<file path="config.mk">
export PLATFORM = sky130hd
export DESIGN_NAME = shift_deserializer_flat
export DESIGN_NICKNAME = d
export VERILOG_FILES = /design/src/rtl/shift_deserializer_if.sv /design/src/rtl/shift_deserializer.sv /design/src/flat_wrapper.sv
export SDC_FILE = /design/constraint.sdc
export NUM_CORES = 1
export LEC_CHECK = 0
export CAP_MARGIN = 40
export CORE_MARGIN = 2
export CORE_UTILIZATION = 30
export DETAILED_ROUTE_END_ITERATION = 8
export SYNTH_ARGS = -nofsm -noshare
export SYNTH_HDL_FRONTEND = slang
export SYNTH_SLANG_ARGS = --single-unit
</file>
<file path="constraint.sdc">
create_clock -name clk -period 1.8 [get_ports clk]
set_input_delay 0.36 -clock clk [delete_from_list [all_inputs] [get_ports clk]]
set_output_delay 0.36 -clock clk [all_outputs]
set_load 0.005 [all_outputs]
</file>
<file path="src/rtl/shift_deserializer_if.sv">
// Bundles the serial-in side and the parallel-out handshake of shift_deserializer.
// Latency: none, wiring only.
// Backpressure: none; q_ack only clears q_valid, and the serial side is never stalled.
interface shift_deserializer_if #(
    parameter int WIDTH = 4
);
    // Serial side and consumer controls (driven toward the receiver)
    logic             clr;
    logic             sin_valid;
    logic             sin;
    logic             lr;
    logic             q_ack;

    // Parallel side and status (driven by the receiver)
    logic [WIDTH-1:0] q;
    logic             q_valid;
    logic             busy;
    logic             overrun;
    logic             parity_err;

    // Producer/consumer view: drives the serial stream and the acknowledge
    modport master (
        output clr, sin_valid, sin, lr, q_ack,
        input  q, q_valid, busy, overrun, parity_err
    );

    // Receiver view
    modport slave (
        input  clr, sin_valid, sin, lr, q_ack,
        output q, q_valid, busy, overrun, parity_err
    );
endinterface

</file>
<file path="src/rtl/shift_deserializer.sv">
// Serial-in/parallel-out word receiver; bit order (MSB- or LSB-first) is chosen per word from lr.
// Latency: q/q_valid update on the edge that samples the last bit (data bit WIDTH, or the parity bit).
// Backpressure: none; a word completing over an unacked q overwrites it and pulses overrun.
// Build option: define PARITY_CHECK_EN to expect one trailing even-parity bit per word.
module shift_deserializer #(
    parameter int WIDTH = 4
) (
    input  logic                clk,
    input  logic                rst,
    shift_deserializer_if.slave bus
);
    localparam int            CW       = $clog2(WIDTH + 1);
    localparam logic [CW-1:0] LAST_IDX = CW'(WIDTH - 1);
    localparam logic [CW-1:0] ONE      = CW'(1);

`ifdef PARITY_CHECK_EN
    typedef enum logic [1:0] {
        S_IDLE = 2'd0,
        S_RECV = 2'd1,
        S_PAR  = 2'd2
    } state_t;
`else
    typedef enum logic [0:0] {
        S_IDLE = 1'b0,
        S_RECV = 1'b1
    } state_t;
`endif

    // Word-assembly state
    state_t           r_state;
    state_t           w_state_nxt;
    logic [CW-1:0]    r_cnt;
    logic [CW-1:0]    w_cnt_nxt;
    logic [WIDTH-1:0] r_sr;
    logic [WIDTH-1:0] w_sr_nxt;
    logic             r_dir;
    logic             w_dir_nxt;

    // Shift datapath
    logic             w_shift_dir;
    logic [WIDTH-1:0] w_sr_shift;

    // Completion event for the output stage
    logic             w_done;
    logic [WIDTH-1:0] w_word;

    // Output stage
    logic [WIDTH-1:0] r_q;
    logic             r_q_valid;
    logic             r_overrun;

`ifdef PARITY_CHECK_EN
    logic             w_par_bad;
    logic             r_parity_err;
`endif

    // Candidate shift-register value if this cycle's bit is taken; the first bit
    // of a word uses the live lr because dir is only being latched on that edge.
    always_comb begin
        w_shift_dir = r_dir;
        w_sr_shift  = r_sr;
        if (r_state == S_IDLE) begin
            w_shift_dir = bus.lr;
        end
        if (w_shift_dir) begin
            w_sr_shift = {r_sr[WIDTH-2:0], bus.sin};
        end else begin
            w_sr_shift = {bus.sin, r_sr[WIDTH-1:1]};
        end
    end

    // Next-state logic: bit collection, abort and word completion.
    always_comb begin
        w_state_nxt = r_state;
        w_cnt_nxt   = r_cnt;
        w_sr_nxt    = r_sr;
        w_dir_nxt   = r_dir;
        w_done      = 1'b0;
        w_word      = r_sr;
`ifdef PARITY_CHECK_EN
        w_par_bad   = 1'b0;
`endif
        if (bus.clr) begin
            // Abort wins over any bit on this edge, including the final one.
            w_state_nxt = S_IDLE;
            w_cnt_nxt   = '0;
            w_sr_nxt    = '0;
        end else if (bus.sin_valid) begin
            unique case (r_state)
                S_IDLE: begin
                    w_dir_nxt   = bus.lr;
                    w_sr_nxt    = w_sr_shift;
                    w_cnt_nxt   = ONE;
                    w_state_nxt = S_RECV;
                end
                S_RECV: begin
                    w_sr_nxt  = w_sr_shift;
                    w_cnt_nxt = r_cnt + ONE;
                    if (r_cnt == LAST_IDX) begin
`ifdef PARITY_CHECK_EN
                        // Data complete; the parity bit still has to arrive.
                        w_state_nxt = S_PAR;
`else
                        w_state_nxt = S_IDLE;
                        w_cnt_nxt   = '0;
                        w_done      = 1'b1;
                        w_word      = w_sr_shift;
`endif
                    end
                end
`ifdef PARITY_CHECK_EN
                S_PAR: begin
                    // Parity bit is not shifted in; the word is already whole in r_sr.
                    w_state_nxt = S_IDLE;
                    w_cnt_nxt   = '0;
                    w_done      = 1'b1;
                    w_word      = r_sr;
                    w_par_bad   = ^{r_sr, bus.sin};
                end
`endif
                default: begin
                    w_state_nxt = S_IDLE;
                    w_cnt_nxt   = '0;
                end
            endcase
        end
    end

    // State register for the word-assembly FSM and its datapath.
    always_ff @(posedge clk or posedge rst) begin
        if (rst) begin
            r_state <= S_IDLE;
            r_cnt   <= '0;
            r_sr    <= '0;
            r_dir   <= 1'b0;
        end else begin
            r_state <= w_state_nxt;
            r_cnt   <= w_cnt_nxt;
            r_sr    <= w_sr_nxt;
            r_dir   <= w_dir_nxt;
        end
    end

    // Output word and handshake: completion beats ack, ack alone clears valid.
    always_ff @(posedge clk or posedge rst) begin
        if (rst) begin
            r_q       <= '0;
            r_q_valid <= 1'b0;
            r_overrun <= 1'b0;
        end else begin
            r_overrun <= 1'b0;
            if (w_done) begin
                r_q       <= w_word;
                r_q_valid <= 1'b1;
                r_overrun <= r_q_valid & ~bus.q_ack;
            end else if (bus.q_ack) begin
                r_q_valid <= 1'b0;
            end
        end
    end

`ifdef PARITY_CHECK_EN
    // One-cycle parity error flag, raised alongside the completing word.
    always_ff @(posedge clk or posedge rst) begin
        if (rst) begin
            r_parity_err <= 1'b0;
        end else begin
            r_parity_err <= w_done & w_par_bad;
        end
    end

    assign bus.parity_err = r_parity_err;
`else
    assign bus.parity_err = 1'b0;
`endif

    assign bus.q       = r_q;
    assign bus.q_valid = r_q_valid;
    assign bus.overrun = r_overrun;
    assign bus.busy    = (r_state != S_IDLE);

endmodule

</file>
<file path="src/flat_wrapper.sv">
// flat-port wrapper written by rule: the top's interface ports become plain ports
module shift_deserializer_flat 
#(
    parameter int WIDTH = 4
)
  (clk, rst, bus_clr, bus_sin_valid, bus_sin, bus_lr, bus_q_ack, bus_q, bus_q_valid, bus_busy, bus_overrun, bus_parity_err);
  shift_deserializer_if #(.WIDTH(WIDTH)) bus_i ();
  input  logic clk;
  input  logic rst;
  input wire logic [$bits(bus_i.clr)-1:0] bus_clr;
  input wire logic [$bits(bus_i.sin_valid)-1:0] bus_sin_valid;
  input wire logic [$bits(bus_i.sin)-1:0] bus_sin;
  input wire logic [$bits(bus_i.lr)-1:0] bus_lr;
  input wire logic [$bits(bus_i.q_ack)-1:0] bus_q_ack;
  output wire logic [$bits(bus_i.q)-1:0] bus_q;
  output wire logic [$bits(bus_i.q_valid)-1:0] bus_q_valid;
  output wire logic [$bits(bus_i.busy)-1:0] bus_busy;
  output wire logic [$bits(bus_i.overrun)-1:0] bus_overrun;
  output wire logic [$bits(bus_i.parity_err)-1:0] bus_parity_err;
  assign bus_i.clr = bus_clr;
  assign bus_i.sin_valid = bus_sin_valid;
  assign bus_i.sin = bus_sin;
  assign bus_i.lr = bus_lr;
  assign bus_i.q_ack = bus_q_ack;
  assign bus_q = bus_i.q;
  assign bus_q_valid = bus_i.q_valid;
  assign bus_busy = bus_i.busy;
  assign bus_overrun = bus_i.overrun;
  assign bus_parity_err = bus_i.parity_err;
  shift_deserializer #(.WIDTH(WIDTH)) u_core (.clk(clk), .rst(rst), .bus(bus_i));
endmodule
</file>
======== Word level (Yosys, flattened, before mapping) ========
Cells that the tools add are included.
operators by class
  $add $sub $neg .......................... 1
  equal/unequal tests ..................... 1
  multiplexer cells ....................... 23
  bitwise gates (word level) .............. 4
  reductions and logical operators ........ 3
operators with widths
  operator             number
  $mux 4               7
  $mux 1               11
  $mux 3               3
  $pmux 3 s2           1
  $reduce_bool 2->1    2
  $add 3x1->3 const B  1
  $eq 3x2->1 const B   1
  $not 1->1            3
  $pmux 1 s2           1
  $reduce_and 2->1     1
  $and 1x1->1          1
storage, ports and cells
  flip-flop bits (word level) ............. 15
  input bits .............................. 7
  output and inout bits ................... 8

======== Logic depth before layout (Yosys ltp) ========
  depth in word-level cells ............... 6
  gate-level depth with buffers ........... 5
  depth with buffers taken out ............ 4

======== Least setup slack after synthesis ========
OpenSTA, ideal clock, no wires.
  kind .................................... reg2reg
  from .................................... register u_core.r_state (netlist: u_core.bus.busy)
  to ...................................... register u_core.r_q[0] (netlist: u_core.bus.q[0])
  arrival ................................. 1.414 ns
  required time ........................... 1.675 ns
  slack ................................... 0.261 ns
  stages on the path, launching flop included .. 4
  path through ............................ dfrtp_1 > mux2i_2 > mux2_4 > mux2_4
between the ends
  longest elaborated chain between the ends .. 6
  elaborated cells between the ends (all ways) .. 9
RTL lines
  element                 RTL line                   source
  from (decl)             shift_deserializer.sv:30   state_t r_state;
  from (signal assigned)  shift_deserializer.sv:137  r_state <= w_state_nxt;
  $mux 1                  --
  $mux 4                  shift_deserializer.sv:65   if (w_shift_dir) begin
  $mux 4                  shift_deserializer.sv:99   if (r_cnt == LAST_IDX) begin
  $mux 4                  shift_deserializer.sv:89   unique case (r_state)
  $mux 4                  shift_deserializer.sv:88   end else if (bus.sin_valid) begin
  $mux 4                  shift_deserializer.sv:83   if (bus.clr) begin
  to (signal assigned)    shift_deserializer.sv:153  r_q <= w_word;
  to (decl)               shift_deserializer.sv:48   logic [WIDTH-1:0] r_q;
Parallel ways exist; a longest one is shown, timed or not.
A chain may end at the register's enable or synchronous reset.

======== Final worst setup path ========
  from .................................... register u_core.r_state (netlist: u_core.bus.busy)
  to ...................................... output bus_busy
RTL lines
  element    RTL line            source
  to (decl)  flat_wrapper.sv:17  output wire logic [$bits(bus_i.busy)-1:0] bus_busy;
No word-level cell between the ends.

==> summary.txt <==
status = finished, final reports clean
type of the worst min-delay path = input port to asynchronous set/reset pin
Final setup viols = 0
Die Span Y = 52.59 um
postcts setup bufs = 0
ANT cells = 0
crit path launch type = register
syn avg cell area = 11.07 um^2
GRT Total Usage = 10.91%
slew at the pin closest to its max-slew limit = 0.5657 ns
initial cell density of the core = 32.01%
CTS Buf Count = 3
initial antenna violation count = 0
part of the cycle the worst path needs = 93.92%
Post-synth EDFFs = 0
via count = 500
Req. time, crit path = 1.44 ns
skew final = 0.002319 ns
CP Cell Sequence = clkdlybuf4s50_1
final hold slack = 0.4306 ns
FP Rows = 17
Net Count, Synth = 72
core area = 2212 um^2
fraction of registers with async set/reset = 100.0%
clk buf depth = 2
# hold bufs at CTS = 0
die area = 2765 um^2
CP Capture Type = primary output
Post-Syn Instances = 64
Synth Flop Type = dfrtp_1
post-route ant nets = 0
max cap viols = 0
Die X = 52.59 um
DPL Wire Length = 983.5 um
first-pass GRT wire length = 2.097 mm
unique cell type count in the Yosys netlist = 25
multi-input gate area in the final layout = 289.0 um^2
Area Growth Syn to Fin = 28.27%
# IOs = 15
Worst IR Drop VDD = 0.5918 mV
fmax = 591.5 MHz
sequential area share after synthesis = 53.00%
synthesized flop and latch total = 15
sw power = 0.1606 mW
post-CTS resize count = 0
vias in the first global route = 480
combinational fraction of design power = 15.6%
drt via density = 4.587
pin count of the biggest net entering global routing = 16
family with the most delay on the worst path = buffers and inverters
DRC Markers = 0
CTS clk-pin slew, worst paths = 0.08 ns
Seq pwr share = 55.9%
clock group share of total power = 28.5%
initial DRC count = 3
setup_tns = 0 ns
PortBufs = 13
Internal Power = 0.4964 mW
max incr delay on CP = 0.56 ns
fill count = 229
Synth Warn # = 0
# clock sinks = 15
router iterations before antenna repair = 3
GP Congestion = 0.8211
leakage = 0.4278 nW
slowest CP cell = clkdlybuf4s50_1
nets@finish = 90
worst path buffer plus inverter count = 1
sw frac = 24.45%
H-Tree Depth = 1
DR WL/cell = 11.95 um
Rel. slew slack = 62.25%
clk_lat worst skew = 0.28 ns
Setup Crit Path Kind = register to primary output
unrepaired setup endpoints after global routing = false
share of layout cells above drive strength 1 = 14.81%
final hold vios = 0
power per cell area = 723.4 nW/um^2
minimum clock period = 1.691 ns
Worst EP arrival = 1.33 ns
CTS tree = done
synthesized cell area = 708.2 um^2
CTS Root Cell = clkbuf_4
Routed WL = 1.303 mm
FF+latch area = 375.4 um^2
total grt overflow = 0
Crit Path Max Fanout = 7
Slew Viols, Final = 0
[Yosys cell counts, types with 2 or more instances]
library cell | number | area (um^2)
a211oi_1 | 3 | 22.52
a21oi_1 | 2 | 10.01
dfrtp_1 | 15 | 375.4
inv_1 | 6 | 22.52
mux2_4 | 4 | 60.06
mux2i_1 | 4 | 40.04
nand2_1 | 2 | 7.510
nand2b_1 | 3 | 18.77
nor2_1 | 8 | 30.03
o21a_1 | 2 | 15.01
[layout by cell type (no fill, tap or decap), drive strengths merged, types with 3 or more instances in the layout]
| cell | instances |
|---|---|
| a211oi | 3 |
| buf | 4 |
| clkbuf | 4 |
| clkdlybuf4s50 | 13 |
| dfrtp | 15 |
| inv | 6 |
| mux2 | 4 |
| mux2i | 5 |
| nand2b | 3 |
| nor2 | 8 |
[routing by layer]
layer	vias up	global-route usage, %	share of wire [%]
met4	0	2.991	0.84
met2	13	15.21	44
met1	238	14.47	48
met5	-	0	0
li1	247	-	-
met3	2	6.000	6.4
[flip-flops by register name, indices dropped and copies added, names as in the netlist]
register / cells
u_core.bus.q_valid: 1
u_core.r_dir: 1
u_core.bus.busy: 1
u_core.r_cnt: 3
u_core.r_sr: 4
u_core.bus.overrun: 1
u_core.bus.q: 4
[kinds of logic after synthesis]
kind of cell | count (synthesis) | synth area share (%)
mux | 9 | 16.08
simple gates | 18 | 12.72
other cells | 1 | 0.5295
compound gates | 10 | 9.716
fa+ha+maj | 1 | 1.767
buf+inv | 10 | 6.182
flops | 15 | 53.00
[path summary, 6_finish.rpt]
path	start	endpoint	slack, ns	cells past startpoint
worst max-delay path	u_core.bus.busy	bus_busy	0.11	1
worst min-delay path	rst	u_core.r_sr[2]	0.43	2
worst max register to register	u_core.bus.busy	u_core.bus.q[0]	0.22	4
worst min register to register	u_core.r_dir	u_core.r_dir	0.51	2
max in group asynchronous	rst	u_core.bus.q[2]	1.00	2
min in group clk	u_core.r_dir	u_core.r_dir	0.51	2
[final cells by class]
class	count	area share (%)
multi-input combinational	39	31.82
sequential	15	41.32
timing repair buffer	17	17.63
inverter	6	2.479
tap	28	3.857
clock buffer	4	2.893
[power groups by stage]
stage	combinational [mW]	clock (mW)	sequential [mW]
floorplan	0.0615	0	0.372
global placement	0.101	0	0.373
detailed placement	0.103	0	0.374
CTS	0.104	0.195	0.367
global route	0.113	0.215	0.369
finish	0.102	0.188	0.367
[metrics by stage]
step	util (%)	cells	area [um^2]	worst slack [ns]	total power [mW]
6_report	41.06	109	908.4	0.1094	0.6571
2_1_floorplan	-	64	708.2	0.2607	0.4331
4_1_cts	41.06	109	908.4	0.1143	0.6658
3_5_place_dp	39.88	105	882.1	0.02107	0.4767
3_3_place_gp	39.88	105	882.1	0.03405	0.4740
5_1_grt	41.06	109	908.4	0.05681	0.6970
(Power assumes the default switching activity.)
